File: config.mk
export PLATFORM = sky130hd
export DESIGN_NAME = phase_sweep_nco
export DESIGN_NICKNAME = d
export VERILOG_FILES = /design/src/rtl/nco_pkg.sv /design/src/rtl/nco_accum.sv /design/src/rtl/phase_sweep_nco.sv
export SDC_FILE = /design/constraint.sdc
export NUM_CORES = 1
export LEC_CHECK = 0
export ABC_CLOCK_PERIOD_IN_PS = 3400
export CAP_MARGIN = 20
export CORE_MARGIN = 2
export CORE_UTILIZATION = 45
export DETAILED_ROUTE_END_ITERATION = 16
export GPL_ROUTABILITY_DRIVEN = 0
export GPL_TIMING_DRIVEN = 0
export PLACE_DENSITY = 0.67
export SLEW_MARGIN = 20
export SYNTH_ARGS = -nofsm -noshare
export SYNTH_HDL_FRONTEND = slang
export SYNTH_HIERARCHICAL = 1
export SYNTH_SLANG_ARGS = --single-unit
File: constraint.sdc
create_clock -name clk -period 3.4 [get_ports clk]
set_input_delay 0.68 -clock clk [delete_from_list [all_inputs] [get_ports clk]]
set_output_delay 0.68 -clock clk [all_outputs]
set_load 0.005 [all_outputs]
File: src/rtl/nco_pkg.sv
// Shared constants and state type for the phase sweep NCO.
package nco_pkg;

  localparam int PHASE_BITS = 47;
  localparam int LEN_BITS   = 32;

  // Quarter of a full phase turn at the default width; the cosine output
  // is the sine phase advanced by this amount.
  localparam logic [PHASE_BITS-1:0] QUARTER_TURN = PHASE_BITS'(1) << (PHASE_BITS - 2);

  typedef enum logic {
    ST_IDLE = 1'b0,
    ST_RUN  = 1'b1
  } nco_state_e;

endpackage

File: src/rtl/nco_accum.sv
// Phase accumulator and frequency accumulator pair.
// load_i seeds both registers; adv_i advances the phase by the current
// tuning word and the tuning word by the step, all modulo 2^PHASE_BITS.
module nco_accum #(
  parameter int PHASE_BITS = 47
) (
  input  logic                  clk,
  input  logic                  resetn,
  input  logic                  load_i,
  input  logic                  adv_i,
  input  logic [PHASE_BITS-1:0] phase_off_i,
  input  logic [PHASE_BITS-1:0] ftw_start_i,
  input  logic [PHASE_BITS-1:0] step_i,
  output logic [PHASE_BITS-1:0] acc_o,
  output logic [PHASE_BITS-1:0] ftw_o
);

  logic [PHASE_BITS-1:0] acc_q, acc_d;
  logic [PHASE_BITS-1:0] ftw_q, ftw_d;

  // Next accumulator values: load has priority, otherwise advance or hold.
  always_comb begin
    acc_d = acc_q;
    ftw_d = ftw_q;
    if (load_i) begin
      acc_d = phase_off_i;
      ftw_d = ftw_start_i;
    end else if (adv_i) begin
      acc_d = acc_q + ftw_q;
      ftw_d = ftw_q + step_i;
    end
  end

  // Accumulator registers.
  always_ff @(posedge clk or negedge resetn) begin
    if (!resetn) begin
      acc_q <= '0;
      ftw_q <= '0;
    end else begin
      acc_q <= acc_d;
      ftw_q <= ftw_d;
    end
  end

  assign acc_o = acc_q;
  assign ftw_o = ftw_q;

endmodule

File: src/rtl/phase_sweep_nco.sv
// Linear-chirp phase generator feeding a sine stage.
// Optional build macro NCO_COS_EN adds phase_cos_o, a quarter-turn
// shifted copy of phase_o for a second (cosine) sine stage.
//
// state   | meaning
// --------+--------------------------------------------------------
// ST_IDLE | waiting for start_i; outputs quiet, phase_o held
// ST_RUN  | emitting one phase sample per cycle with en_i high
module phase_sweep_nco
  import nco_pkg::*;
#(
  parameter int PHASE_BITS = nco_pkg::PHASE_BITS,
  parameter int LEN_BITS   = nco_pkg::LEN_BITS
) (
  input  logic                  clk,
  input  logic                  resetn,
  input  logic                  en_i,
  input  logic                  start_i,
  input  logic                  abort_i,
  input  logic [PHASE_BITS-1:0] ftw_start_i,
  input  logic [PHASE_BITS-1:0] ftw_step_i,
  input  logic [PHASE_BITS-1:0] phase_off_i,
  input  logic [LEN_BITS-1:0]   len_i,
  output logic                  valid_o,
  output logic [PHASE_BITS-1:0] phase_o,
  output logic                  busy_o,
  output logic                  done_o
`ifdef NCO_COS_EN
  ,
  output logic [PHASE_BITS-1:0] phase_cos_o
`endif
);

  localparam logic [LEN_BITS-1:0] CNT_ONE = LEN_BITS'(1);

  nco_state_e            state_q, state_d;
  logic [PHASE_BITS-1:0] step_q, step_d;
  logic [LEN_BITS-1:0]   len_q, len_d;
  logic [LEN_BITS-1:0]   cnt_q, cnt_d;
  logic [PHASE_BITS-1:0] phase_q, phase_d;
  logic                  valid_q, valid_d;
  logic                  done_q, done_d;

  logic                  acc_load;
  logic                  acc_adv;
  logic                  last_sample;
  logic [PHASE_BITS-1:0] acc;
  logic [PHASE_BITS-1:0] ftw;

  nco_accum #(
    .PHASE_BITS (PHASE_BITS)
  ) u_accum (
    .clk         (clk),
    .resetn      (resetn),
    .load_i      (acc_load),
    .adv_i       (acc_adv),
    .phase_off_i (phase_off_i),
    .ftw_start_i (ftw_start_i),
    .step_i      (step_q),
    .acc_o       (acc),
    .ftw_o       (ftw)
  );

  // A zero length means continuous, so it never reaches a last sample.
  assign last_sample = (len_q != '0) && (cnt_q == len_q - CNT_ONE);

  // Sweep control: abort beats everything, start is only honoured in IDLE.
  always_comb begin
    state_d  = state_q;
    step_d   = step_q;
    len_d    = len_q;
    cnt_d    = cnt_q;
    phase_d  = phase_q;
    valid_d  = 1'b0;
    done_d   = 1'b0;
    acc_load = 1'b0;
    acc_adv  = 1'b0;
    case (state_q)
      ST_IDLE: begin
        if (start_i && !abort_i) begin
          acc_load = 1'b1;
          step_d   = ftw_step_i;
          len_d    = len_i;
          cnt_d    = '0;
          state_d  = ST_RUN;
        end
      end
      ST_RUN: begin
        if (abort_i) begin
          state_d = ST_IDLE;
          done_d  = 1'b1;
        end else if (en_i) begin
          valid_d = 1'b1;
          phase_d = acc;
          acc_adv = 1'b1;
          cnt_d   = cnt_q + CNT_ONE;
          if (last_sample) begin
            state_d = ST_IDLE;
            done_d  = 1'b1;
          end
        end
      end
      default: state_d = ST_IDLE;
    endcase
  end

  // Control and output registers.
  always_ff @(posedge clk or negedge resetn) begin
    if (!resetn) begin
      state_q <= ST_IDLE;
      step_q  <= '0;
      len_q   <= '0;
      cnt_q   <= '0;
      phase_q <= '0;
      valid_q <= 1'b0;
      done_q  <= 1'b0;
    end else begin
      state_q <= state_d;
      step_q  <= step_d;
      len_q   <= len_d;
      cnt_q   <= cnt_d;
      phase_q <= phase_d;
      valid_q <= valid_d;
      done_q  <= done_d;
    end
  end

  assign valid_o = valid_q;
  assign phase_o = phase_q;
  assign busy_o  = (state_q == ST_RUN);
  assign done_o  = done_q;

`ifdef NCO_COS_EN
  localparam logic [PHASE_BITS-1:0] COS_SHIFT = PHASE_BITS'(1) << (PHASE_BITS - 2);

  logic [PHASE_BITS-1:0] phase_cos_q, phase_cos_d;

  // Cosine phase tracks phase_o exactly, so its reset value is the shift itself.
  always_comb begin
    phase_cos_d = phase_d + COS_SHIFT;
  end

  // Cosine phase register, updated alongside phase_q.
  always_ff @(posedge clk or negedge resetn) begin
    if (!resetn) begin
      phase_cos_q <= COS_SHIFT;
    end else begin
      phase_cos_q <= phase_cos_d;
    end
  end

  assign phase_cos_o = phase_cos_q;
`endif

endmodule

# After elaboration in Yosys (flattened, before gate mapping)
# Index checks and enable logic that the tools add are counted.
[totals]
wordCells = 48
output_inout_bits = 50
reg_bits = 255
[classes]
n_reduce_logical = 8
n_addsub = 4
bitwise = 2
mux = 21
eq_ne = 4
[ops]
columns = ["cell", "n"]
rows = [
  ["47-bit two-way mux", 4],
  ["32-bit two-way mux", 3],
  ["47-bit adder", 2],
  ["32-bit one-hot mux with 2 select lines", 1],
  ["32-bit by 1-bit adder with 32-bit output (second input constant)", 1],
  ["32-bit equality test", 1],
  ["32-bit nonzero test", 1],
  ["32-bit by 1-bit subtractor with 32-bit output (second input constant)", 1],
  ["1-bit two-way mux", 12],
  ["2-bit inequality test (second input constant)", 3],
  ["3-bit AND reduction", 2],
  ["1-bit logical AND", 2],
  ["1-bit NOT", 2],
  ["1-bit one-hot mux with 2 select lines", 1],
  ["2-bit AND reduction", 1],
  ["2-bit nonzero test", 1],
  ["1-bit logical NOT", 1],
]

# Logic depth before layout (Yosys ltp)
[depth]
ltp_word = 7
mapped_depth = 13
ltp_nobuf = 13

# Cells and area by module
# Netlist, hierarchy kept.
[by_module_without_submodules]
columns = ["module", "cells_per_inst", "n_inst", "area_each_um2", "seq_area_each_um2"]
rows = [
  ["nco_accum", 1197, 1, 9603.0, 2352.3],
  ["phase_sweep_nco", 598, 1, 7410.9, 4028.9],
]

# Worst setup path before layout
# OpenSTA, ideal clock, no wires.
[synth_path]
path_kind = "input to register"
startpoint = "input port abort_i"
endpoint = "register u_accum.acc_q[45], in the netlist u_accum/acc_o[45]"
path_buffers = 6
arrival_ns = 3.054
required_time_ns = 3.271
stages = 10
path_slack_ns = 0.216
path_cell_list = "nor3b_2 -> clkbuf_1 -> clkbuf_1 -> clkbuf_1 -> clkbuf_1 -> clkbuf_1 -> clkbuf_1 -> nor2_1 -> nand4_1 -> nand3_1"
[synth_between]
elab_chain_cells = 5
word_cells_on_any_way = 8
classes_between = "5 x mux; 3 x reduce/logical"
[synth_rtl]
columns = ["element", "line_no", "rtl"]
rows = [
  ["start: declaration", "phase_sweep_nco.sv:19", "input logic abort_i,"],
  ["1-bit logical NOT (*)", "phase_sweep_nco.sv:80", "if (start_i && !abort_i) begin"],
  ["1-bit logical AND (*)", "phase_sweep_nco.sv:80", ""],
  ["1-bit two-way mux (*)", "phase_sweep_nco.sv:80", ""],
  ["1-bit two-way mux (*)", "phase_sweep_nco.sv:78", "case (state_q)"],
  ["via acc_load", "phase_sweep_nco.sv:44", "logic acc_load;"],
  ["47-bit two-way mux / 2-bit nonzero test (equally long branches)", "n/a", ""],
  ["end signal: assignment", "nco_accum.sv:37", "acc_q <= '0;"],
  ["end signal: assignment", "nco_accum.sv:40", "acc_q <= acc_d;"],
  ["end: declaration", "nco_accum.sv:18", "logic [PHASE_BITS-1:0] acc_q, acc_d;"],
]
# The timed path passes the listed nets; every way through them passes the cells marked *.
# A chain may end at the register's enable or synchronous reset.

# Worst setup path after layout
[layout_path]
startpoint = "register u_accum.ftw_q[0], in the netlist u_accum/ftw_o[0]"
endpoint = "register u_accum.acc_q[44], in the netlist u_accum/acc_o[44]"
[layout_between]
elab_chain_cells = 3
[layout_rtl]
columns = ["element", "line_no", "rtl"]
rows = [
  ["start: declaration", "nco_accum.sv:19", "logic [PHASE_BITS-1:0] ftw_q, ftw_d;"],
  ["start signal: assignment", "nco_accum.sv:41", "ftw_q <= ftw_d;"],
  ["47-bit adder", "nco_accum.sv:29", "acc_d = acc_q + ftw_q;"],
  ["47-bit two-way mux", "nco_accum.sv:28", "end else if (adv_i) begin"],
  ["47-bit two-way mux", "nco_accum.sv:25", "if (load_i) begin"],
]
# No other way between the ends. The select of a mux whose other input is x is not followed.

==> impl_metrics.yaml <==
synthesis:
  synth_cells: 1795
  synth_edf_count: 0
  yosysUniqueCellTypes: 87
  synth.net_count: 2070
  postSynthAreaPerCell_um2: 9.48
  synthesis.area_um2: 17000
  ys_warn_count: 6
  synthFlopType: "dfrtp_1"
  synth-seq-cells: 255
  async_flop_share: 1.00
  yosysSeqAreaShare: 0.375
drt:
  viasPerCell: 5.89
  ant_nets: 0
  first_pass_iters: 5
  drtIter0Drc: 1138
  drc: 0
  vias: 15300
  routedWlPerCell_um: 20.9
  drt-total-wl_um: 54300
sta:
  post-route-period-util: 0.975
  fin_worst_skew_ps: 13.0
  finalHoldViolCount: 0
  finalSetupViolations: 0
  worst_slack_ps: 83.6
  max_slew_margin: 0.353
  fmax_mhz: 302
  finalMaxSlewViolations: 0
  min_period_ps: 3320
  tightest_slew_ps: 971
worst_setup_path:
  required_ps: 3860
  crit_path_max_incr_delay_ps: 450
  crit_buf_inv: 1
  end_kind: "flop"
  path_depth: 13
  start_kind: "flop"
  crit_type: "reg2reg"
  crit_chain: "ha_4 > inv_1 > fa_1 > nor2b_2 > o21ai_2 > a2111oi_4 > nor3_4 > o31ai_4 > a211o_2 > a21o_1 > a31oi_2 > xnor2_1 > o221a_1"
  crit_path_max_fanout: 5
  rr_worst_depth: 13
  cp_top_family: "compound AO/OA/AOI/OAI gates"
  arrival_ps: 3780
  critPathSlowestCell: "a2111oi_4"
clock_network:
  clk_pin_slew_ps: 60
  clk_path_buf_depth: 3
  cts_sinks: 255
  ctsHtreeMaxLevel: 1
  holdBufCountCts: 0
  insertion_delay_ps: 580
  cts_root_buffer: "clkbuf_16"
  cts_tree: "yes"
  cts_buffers: 31
finish:
  diodes: 0
  final_nets: 2336
  area_growth_pct: 24.8
  drive_gt1_frac: 0.122
  fin_cells: 2596
  final_area_um2: 21200
  multi_input_area_um2: 10300
  nFillCells: 3353
  seq_area_um2: 6380
floorplanning:
  start_util: 0.454
  rows: 71
  die_h_um: 198
  die-area_um2: 39400
  die_w_um: 198
  ioPinCount: 228
  core_um2: 37500
power_and_ir_drop:
  p_per_area_nw_per_um2: 846
  power_frac_seq: 0.269
  ir_drop_uv: 444
  p_leak_nw: 8.87
  p_sw_mw: 7.62
  intPower_mw: 10.3
  p_clk_frac: 0.192
  swShare: 0.424
  combPwrFrac: 0.539
grt:
  antenna_found_initial: 1
  grt_overflow: 0
  grt.total_usage: 0.273
  grt_max_degree: 92
  grt_pass1_wl_um: 83500
  grt_pass1_vias: 15100
status:
  outcome: "finished clean"
placed_design:
  placed_area_um2: 20000
  numPortBuffers: 227
  dp.cells: 2535
  dpl_worst_slack_ps: -2500
  hpwlAfterDp_um: 41700
job:
  maxCapViolCount: 0
worst_hold_path:
  min_path_type: "in2async"
## cell usage in the layout, fill, tap and decap left out, types with 11 or more instances in the layout
master	count
nor2b_1	13
o21ai_1	58
xor2_1	63
nor2_1	111
o21ai_0	68
mux2i_1	57
a21oi_1	141
xnor2_1	79
nor4_1	15
dfrtp_1	255
and3_1	13
clkbuf_2	14
clkbuf_16	31
clkbuf_1	59
a22oi_1	11
nand4_1	35
a31oi_1	15
nand3_1	45
a21o_1	63
clkdlybuf4s50_1	226
or3_1	17
mux2_2	126
nor3_1	26
o21bai_1	19
nand2_1	156
inv_1	39
ha_1	94
## timing repair
action                     in CTS  in global routing
gates resized for setup        21                 24
gates cloned                    0                  0
setup buffers                   1                  4
setup endpoints to repair      94                 65
pin swaps                       1                  5
## cells in the mapped netlist, types with 4 or more instances
cell,number,area share
o211ai_1,9,0.0040
or4_1,4,0.0018
a21o_1,63,0.028
or3_1,17,0.0063
o21ai_1,58,0.017
o21a_1,10,0.0044
and4_1,8,0.0041
a211o_1,7,0.0036
nand2b_1,5,0.0018
o21bai_1,19,0.0084
buf_1,14,0.0031
and2_1,9,0.0033
dfrtp_1,255,0.38
o2111ai_1,7,0.0036
nand4_1,35,0.013
and3_1,13,0.0048
buf_2,4,0.0012
nor3b_1,7,0.0031
a221o_1,9,0.0053
o21ai_0,69,0.020
nand2_1,156,0.034
nand3_1,45,0.013
nor3_1,26,0.0076
nor2_1,111,0.024
ha_1,95,0.070
inv_1,39,0.0086
o31ai_1,8,0.0035
a211oi_1,8,0.0035
a22oi_1,11,0.0049
a21oi_1,145,0.043
nor2b_1,15,0.0055
mux2_2,126,0.083
clkbuf_1,68,0.015
mux2i_1,57,0.034
a31oi_1,16,0.0059
a2bb2oi_1,10,0.0051
xor2_1,63,0.032
nor4_1,15,0.0055
xnor2_1,79,0.041
## worst register-to-register path, delay by kind of cell (launching register included)
kind | cells | cell delay [ps]
XOR/XNOR | 1 | 160
AND/OR/NAND/NOR | 2 | 300
adder cells (fa/ha/maj) | 2 | 590
flip-flops | 1 | 440
buffers and inverters | 1 | 50
AO/OA/AOI/OAI | 7 | 1650
## power by group through the flow
stage / clock (mW) / sequential (mW) / combinational, mW
floorplan: 0 / 4.53 / 6.68
global placement: 0 / 4.85 / 9.03
detailed placement: 0 / 4.86 / 9.20
CTS: 3.54 / 4.82 / 9.29
global route: 3.65 / 4.95 / 10.6
finish: 3.45 / 4.83 / 9.68
## routing by layer
| metal | global-route usage | share of wire | vias up |
|---|---|---|---|
| met5 | 0 | 0.00024 | - |
| met2 | 0.434 | 0.45 | 654 |
| li1 | - | - | 7130 |
| met1 | 0.375 | 0.43 | 7373 |
| met4 | 0.105 | 0.039 | 2 |
| met3 | 0.0436 | 0.079 | 122 |
## per-stage QoR
stage / power, mW / hold WS (ps) / util / TNS (ps)
after floorplan: 11.2 / 384 / - / 0
after global placement: 13.9 / 488 / 0.532 / -2615090
final: 18.0 / 80.1 / 0.567 / 0
after global routing: 19.2 / 120 / 0.567 / -150
after CTS: 17.6 / 95.6 / 0.563 / 0
after detailed placement: 14.1 / 495 / 0.533 / -221890
## registers in the layout (all words and copies together), names as in the netlist
signal         count
len_q             32
done_o             1
u_accum/acc_o     47
busy_o             1
u_accum/ftw_o     47
phase_o           47
valid_o            1
step_q            47
cnt_q             32
## path summary, 6_finish.rpt
kind                            slack, ps                end        startpoint
worst max-delay path                   80  u_accum/acc_o[44]  u_accum/ftw_o[0]
worst min-delay path                   80          len_q[16]            resetn
worst max register to register         80  u_accum/acc_o[44]  u_accum/ftw_o[0]
worst min register to register        500        phase_o[40]       phase_o[40]
max in group asynchronous            2430  u_accum/ftw_o[24]            resetn
min in group clk                      500        phase_o[40]       phase_o[40]
## cell type report
cell class / instances / share of cell area
plain buffers: 85 / 0.0172
clock buffers: 43 / 0.0415
clock inverters: 14 / 0.00919
inverters: 40 / 0.00707
multi-input cells: 1414 / 0.483
flip-flops and latches: 255 / 0.300
well taps: 511 / 0.0301
repair buffers: 234 / 0.112
## kinds of logic (layout without fill, tap and decap cells)
logic type / after synthesis / count (layout) / synth area share
AO/OA/AOI/OAI: 499 / 499 / 0.190
AND/OR/NAND/NOR: 493 / 493 / 0.144
flip-flops: 255 / 255 / 0.375
multiplexers: 183 / 183 / 0.117
XOR/XNOR: 142 / 142 / 0.0731
buffers and inverters: 126 / 416 / 0.0281
adder cells (fa/ha/maj): 97 / 97 / 0.0722
(Power assumes the default switching activity.)
